## config.mk

```make
export PLATFORM = sky130hd
export DESIGN_NAME = egress_drain_flat
export DESIGN_NICKNAME = d
export VERILOG_FILES = /design/src/rtl/egress_drain_if.sv /design/src/rtl/egress_drain.sv /design/src/flat_wrapper.sv
export SDC_FILE = /design/constraint.sdc
export NUM_CORES = 1
export LEC_CHECK = 0
export ABC_AREA = 1
export BUFFER_PORTS_ARGS = -buffer_cell sky130_fd_sc_hd__buf_2
export CORE_MARGIN = 3
export CORE_UTILIZATION = 40
export DETAILED_ROUTE_END_ITERATION = 7
export PLACE_DENSITY = 0.74
export SETUP_SLACK_MARGIN = 0.4
export SLEW_MARGIN = 20
export SYNTH_ARGS = -nofsm -noshare
export SYNTH_HDL_FRONTEND = slang
export SYNTH_SLANG_ARGS = --single-unit
```

## constraint.sdc

```tcl
create_clock -name clk -period 1.5 [get_ports clk]
set_clock_uncertainty 0.1 [all_clocks]
set_input_delay 0.45 -clock clk [delete_from_list [all_inputs] [get_ports clk]]
set_output_delay 0.45 -clock clk [all_outputs]
set_load 0.02 [all_outputs]
```

## src/rtl/egress_drain_if.sv

```systemverilog
// Bundle of the FIFO read ports, merged output stream and status of the
// egress drain. The master modport is the drain itself; slave is its
// environment (the two FIFOs plus the downstream sink).
// err_count exists only when DRAIN_ERR_DROP_EN is defined.
interface egress_drain_if #(
  parameter int BW    = 6,
  parameter int CNT_W = 8
);
  logic             D0_empty;
  logic [BW-1:0]    D0_data_out;
  logic             D0_rd;
  logic             D1_empty;
  logic [BW-1:0]    D1_data_out;
  logic             D1_rd;
  logic             sink_ready;
  logic             out_valid;
  logic [BW-1:0]    out_data;
  logic             out_port;
  logic [CNT_W-1:0] D0_count;
  logic [CNT_W-1:0] D1_count;
  logic             dest_error;
`ifdef DRAIN_ERR_DROP_EN
  logic [CNT_W-1:0] err_count;
`endif

  modport master (
`ifdef DRAIN_ERR_DROP_EN
    output err_count,
`endif
    input  D0_empty, D0_data_out, D1_empty, D1_data_out, sink_ready,
    output D0_rd, D1_rd, out_valid, out_data, out_port,
    output D0_count, D1_count, dest_error
  );

  modport slave (
`ifdef DRAIN_ERR_DROP_EN
    input  err_count,
`endif
    output D0_empty, D0_data_out, D1_empty, D1_data_out, sink_ready,
    input  D0_rd, D1_rd, out_valid, out_data, out_port,
    input  D0_count, D1_count, dest_error
  );
endinterface

```

## src/rtl/egress_drain.sv

```systemverilog
// Egress drain: reader end of the D0/D1 destination FIFOs. Pops both FIFOs
// under round-robin arbitration (one read outstanding at a time), merges the
// words into one valid/ready stream tagged with the source port, flags words
// whose destination bit disagrees with their source FIFO, and keeps
// saturating per-port delivered counts.
// Optional feature macro: DRAIN_ERR_DROP_EN -- when defined, mismatched words
// are discarded instead of forwarded and counted on err_count.
module egress_drain #(
  parameter int BW       = 6,
  parameter int CNT_W    = 8,
  parameter int DEST_BIT = 4
) (
  input logic            clk,
  input logic            reset,
  egress_drain_if.master bus
);

  typedef enum logic [1:0] {IDLE, WAIT, HOLD} state_t;

  state_t           state_q;
  logic             lastServed_q;
  logic             readPort_q;
  logic             outValid_q;
  logic             outPort_q;
  logic [BW-1:0]    outData_q;
  logic [CNT_W-1:0] d0Count_q;
  logic [CNT_W-1:0] d1Count_q;
  logic             destError_q;
`ifdef DRAIN_ERR_DROP_EN
  logic [CNT_W-1:0] errCount_q;
`endif

  logic          anyAvail;
  logic          pickPort_d;
  logic          handshake;
  logic          issueRd_d;
  logic [BW-1:0] readData;
  logic          wordBad;

  // Counters stick at all-ones instead of wrapping.
  function automatic logic [CNT_W-1:0] satInc(input logic [CNT_W-1:0] v);
    return (&v) ? v : v + {{(CNT_W-1){1'b0}}, 1'b1};
  endfunction

  // Arbitration: a lone non-empty FIFO wins; on a tie the port not served last wins.
  assign anyAvail   = !bus.D0_empty || !bus.D1_empty;
  assign pickPort_d = (!bus.D0_empty && !bus.D1_empty) ? !lastServed_q : bus.D0_empty;
  assign handshake  = (state_q == HOLD) && bus.sink_ready;
  assign issueRd_d  = !reset && anyAvail && ((state_q == IDLE) || handshake);

  assign bus.D0_rd = issueRd_d && !pickPort_d;
  assign bus.D1_rd = issueRd_d &&  pickPort_d;

  // The FIFO answers one cycle after the pop, so the source port is remembered.
  assign readData = readPort_q ? bus.D1_data_out : bus.D0_data_out;
  assign wordBad  = readData[DEST_BIT] != readPort_q;

  assign bus.out_valid  = outValid_q;
  assign bus.out_data   = outData_q;
  assign bus.out_port   = outPort_q;
  assign bus.D0_count   = d0Count_q;
  assign bus.D1_count   = d1Count_q;
  assign bus.dest_error = destError_q;
`ifdef DRAIN_ERR_DROP_EN
  assign bus.err_count  = errCount_q;
`endif

  // Read/present FSM with all stream outputs, counters and error flags registered.
  always_ff @(posedge clk or posedge reset) begin
    if (reset) begin
      state_q      <= IDLE;
      lastServed_q <= 1'b1;
      readPort_q   <= 1'b0;
      outValid_q   <= 1'b0;
      outPort_q    <= 1'b0;
      outData_q    <= '0;
      d0Count_q    <= '0;
      d1Count_q    <= '0;
      destError_q  <= 1'b0;
`ifdef DRAIN_ERR_DROP_EN
      errCount_q   <= '0;
`endif
    end else begin
      case (state_q)
        IDLE: begin
          if (issueRd_d) begin
            readPort_q   <= pickPort_d;
            lastServed_q <= pickPort_d;
            state_q      <= WAIT;
          end
        end
        WAIT: begin
          if (wordBad) begin
            destError_q <= 1'b1;
          end
`ifdef DRAIN_ERR_DROP_EN
          if (wordBad) begin
            errCount_q <= satInc(errCount_q);
            state_q    <= IDLE;
          end else begin
            outData_q  <= readData;
            outPort_q  <= readPort_q;
            outValid_q <= 1'b1;
            state_q    <= HOLD;
          end
`else
          outData_q  <= readData;
          outPort_q  <= readPort_q;
          outValid_q <= 1'b1;
          state_q    <= HOLD;
`endif
        end
        HOLD: begin
          if (handshake) begin
            outValid_q <= 1'b0;
            if (outPort_q) begin
              d1Count_q <= satInc(d1Count_q);
            end else begin
              d0Count_q <= satInc(d0Count_q);
            end
            if (issueRd_d) begin
              readPort_q   <= pickPort_d;
              lastServed_q <= pickPort_d;
              state_q      <= WAIT;
            end else begin
              state_q <= IDLE;
            end
          end
        end
        default: state_q <= IDLE;
      endcase
    end
  end

endmodule

```

## src/flat_wrapper.sv

```systemverilog
// flat-port wrapper written by rule: the top's interface ports become plain ports
module egress_drain_flat 
#(
  parameter int BW       = 6,
  parameter int CNT_W    = 8,
  parameter int DEST_BIT = 4
)
  (clk, reset, bus_D0_empty, bus_D0_data_out, bus_D1_empty, bus_D1_data_out, bus_sink_ready, bus_D0_rd, bus_D1_rd, bus_out_valid, bus_out_data, bus_out_port, bus_D0_count, bus_D1_count, bus_dest_error);
  egress_drain_if #(.BW(BW), .CNT_W(CNT_W)) bus_i ();
  input logic clk;
  input logic reset;
  input wire logic [$bits(bus_i.D0_empty)-1:0] bus_D0_empty;
  input wire logic [$bits(bus_i.D0_data_out)-1:0] bus_D0_data_out;
  input wire logic [$bits(bus_i.D1_empty)-1:0] bus_D1_empty;
  input wire logic [$bits(bus_i.D1_data_out)-1:0] bus_D1_data_out;
  input wire logic [$bits(bus_i.sink_ready)-1:0] bus_sink_ready;
  output wire logic [$bits(bus_i.D0_rd)-1:0] bus_D0_rd;
  output wire logic [$bits(bus_i.D1_rd)-1:0] bus_D1_rd;
  output wire logic [$bits(bus_i.out_valid)-1:0] bus_out_valid;
  output wire logic [$bits(bus_i.out_data)-1:0] bus_out_data;
  output wire logic [$bits(bus_i.out_port)-1:0] bus_out_port;
  output wire logic [$bits(bus_i.D0_count)-1:0] bus_D0_count;
  output wire logic [$bits(bus_i.D1_count)-1:0] bus_D1_count;
  output wire logic [$bits(bus_i.dest_error)-1:0] bus_dest_error;
  assign bus_i.D0_empty = bus_D0_empty;
  assign bus_i.D0_data_out = bus_D0_data_out;
  assign bus_i.D1_empty = bus_D1_empty;
  assign bus_i.D1_data_out = bus_D1_data_out;
  assign bus_i.sink_ready = bus_sink_ready;
  assign bus_D0_rd = bus_i.D0_rd;
  assign bus_D1_rd = bus_i.D1_rd;
  assign bus_out_valid = bus_i.out_valid;
  assign bus_out_data = bus_i.out_data;
  assign bus_out_port = bus_i.out_port;
  assign bus_D0_count = bus_i.D0_count;
  assign bus_D1_count = bus_i.D1_count;
  assign bus_dest_error = bus_i.dest_error;
  egress_drain #(.BW(BW), .CNT_W(CNT_W), .DEST_BIT(DEST_BIT)) u_core (.clk(clk), .reset(reset), .bus(bus_i));
endmodule
```

==> key figures <==
Outcome
  – Outcome: complete, but fails checks
  – Failing checks: setup timing

STA
  – Minimum clock period: 1.81 ns
  – Fin crit share: 121%
  – Setup Viol. Count Final: 2
  – RSZ-0062 raised after global routing: true
  – Rel. slew slack: a little over 80%
  – Worst-Margin Slew: 0.286 ns
  – Pins Over Slew Limit: 0
  – Hold Slack: 0.203 ns
  – Setup TNS: -0.567 ns
  – F_max: between 500 and 600 MHz
  – Crit path setup slack, layout: -0.308 ns
  – Hold Vio Cnt, Final: 0

Synthesis
  – Mapped Cells: between 200 and 250
  – Flops & latches, synth: 29
  – Largest family of logic cells by synthesized area: simple AND/OR/NAND/NOR gates
  – Synth Area in Adders: 1.63%
  – Netlist cell types: 23
  – Synth Area in XOR/XNOR: 2.28%
  – Post-synthesis mux area share: 0%
  – Post-synthesis simple-gate area fraction: approximately 33%
  – Ys Warns: 0
  – Compound-cell area share of the yosys netlist: ~8.4%
  – Mapped cell area: about 1500 µm²
  – Post-synthesis sequential area ratio: about 47%
  – Syn_area_per_cell: around 7.4 µm²
  – Net Count, Synth: around 230

Die
  – Ports: 44
  – Starting Density: a little over two fifths
  – Die area: 4610 µm²
  – Row Count: 21
  – Die H: around 68 µm
  – Core Area: 3520 µm²
  – Width of the die: 67.9 µm

Placed design
  – Post-place setup slack: -0.244 ns
  – Final Wtd Congestion: 0.848
  – Detailed placement HPWL: approximately 2400 µm
  – I/O Buffers: 43
  – Post-Place Cells: 299
  – Post-DP Area: slightly below 2000 µm²

GRT
  – First-pass GRT wire length: 7010 µm
  – Congestion Overflow GR: 0
  – Number of global-route vias before repair: 1,556
  – GRT Util Overall: 20.6%
  – Largest net degree at the start of global routing: 30
  – Initial antenna violation count: 0

Final layout
  – Syn-to-layout area delta: 74.4%
  – Final Util: between 70% and 80%
  – Design Area, Final: ~2700 µm²
  – Layout cells sized above 1: between 50% and 60%
  – Diodes inserted: 0
  – Final non-filler cell total: 337
  – Final #Nets: approximately 310

Drt
  – Drt initial violations: 130
  – Final ANT Viol Nets: 0
  – WL final: between 4000 and 5000 µm
  – DRC Markers: 0
  – Initial DRT Pass Iterations: 4
  – Drt wl/cell: about 13 µm
  – Number of vias in the routed layout: roughly 1,600
  – Vias/cell: between 4 and 5

Power
  – Final Power: 3.70 mW
  – Leak: roughly 1.3 nW
  – Worst VDD drop: roughly 0.90 mV
  – PwrDens: between 1000 and 1500 nW/µm²

Clock tree
  – Clock Latency Late Sink: about 0.29 ns
  – Maximum clock insertion buffer count: 2
  – CTS buffer count: 5
  – CTS clock-pin slew for the worst setup and hold paths: ~0.07 ns
  – CTS Sinks: 29
  – Htree depth: 2
  – # hold bufs at CTS: 0
  – CTS tree: done
  – Clk root buf: clkbuf_8

Worst setup path
  – CP max FO: 2
  – Startpoint types: flop
  – Critical path required time: around 0.95 ns
  – Worst Setup End Kind: output pin
  – Setup CP Type: flop to output pin
  – Critical Path AT: between 1 and 1.5 ns

Job
  – Max cap viols: 0

Min path
  – Hold Path Class: primary input to async pin
kinds of logic after synthesis:
group | count (synthesis)
DFF | 29
and+or+nand+nor | 118
buffers and inverters | 28
AOI/OAI and AO/OA | 25
xor gates and xnor gates | 4
adders and majority gates | 2
worst paths after layout:
path | startpoint | end | slack [ns] | cells past startpoint
worst max-delay path | u_core.lastServed_q$_DFFE_PP1P_ | bus_D0_rd | -0.31 | 5
worst min-delay path | reset | u_core.bus.out_valid$_DFFE_PP0P_ | 0.20 | 4
worst max register to register | u_core.state_q[1]$_DFFE_PP0P_ | u_core.bus.D0_count[0]$_DFFE_PP0P_ | 0.03 | 7
worst min register to register | u_core.lastServed_q$_DFFE_PP1P_ | u_core.lastServed_q$_DFFE_PP1P_ | 0.42 | 2
max in group asynchronous | reset | u_core.lastServed_q$_DFFE_PP1P_ | 0.87 | 4
min in group clk | bus_D1_data_out[0] | u_core.bus.out_data[0]$_DFFE_PP0P_ | 0.32 | 3
report_power, final:
group          internal [mW]  switching, mW  leakage (nW)
combinational          0.914          0.927         0.877
sequential              1.01          0.223         0.352
clock                  0.321          0.306        0.0450
total                   2.24           1.46          1.27
flip-flops by register name, summed over array words and instances (netlist names):
signal                 count
u_core.lastServed_q        1
u_core.bus.D0_count        8
u_core.bus.D1_count        8
u_core.bus.out_data        6
u_core.bus.out_port        1
u_core.bus.dest_error      1
u_core.readPort_q          1
u_core.bus.out_valid       1
u_core.state_q             2
worst max-delay path, stage by stage, from the launching register on:
cell and delay (ns):
dfstp_2 0.52, inv_2 0.04, a21oi_4 0.16, inv_2 0.06, nor2_4 0.08, buf_6 0.11
layer usage:
metal	track usage [%]	up-vias	routed length, µm
li1	-	816	-
met1	24.9	748	1770
met2	32.9	63	2220
met3	6.57	9	295
met4	10.4	0	98
met5	0	-	0
layout make-up:
class	count	area (µm²)
sequential	29	742
tap	46	57.6
fill	248	846
timing repair buffer	78	701
multi-input combinational	151	960
clock inverter	2	10.0
inverter	25	133
clock buffer	6	72.6
cells in the final DEF (no fill, tap or decap), types with 3 or more instances in the layout:
cell type and n:
buf_2 16, buf_4 23, buf_6 38, clkbuf_8 5, dfrtp_1 16, dfrtp_2 12, inv_1 14, inv_2 6
inv_8 3, nand2_1 55, nand2_2 22, nand2_4 6, nand3_1 4, nand3_2 4, nor2_1 13, nor2_2 3
nor2_4 6, o21ai_0 4, o21ai_1 7, o21ai_2 8, xnor2_1 3
cell usage after synthesis (all sizes together):
master   n  area [µm²]
clkbuf   1        3.75
o21ai   19        95.1
nand3b   2        15.0
buf      2        10.0
o21bai   1        7.51
nand4    2        12.5
a31oi    1        6.26
ha       2        25.0
dfrtp   28         701
nand3   10        60.1
nor2    22        95.1
dfstp    1        26.3
inv     25        98.8
xor2     1        8.76
xnor2    3        26.3
a21oi    4        20.0
nand2   82         323
repair_timing:
| action | CTS | global route |
|---|---|---|
| gates cloned | 3 | 0 |
| resized for setup | 113 | 24 |
| buffers inserted | 24 | 3 |
| setup endpoints to repair | 54 | 54 |
| pin swaps | 10 | 4 |
Note: power is estimated with default switching activity, not from simulation.
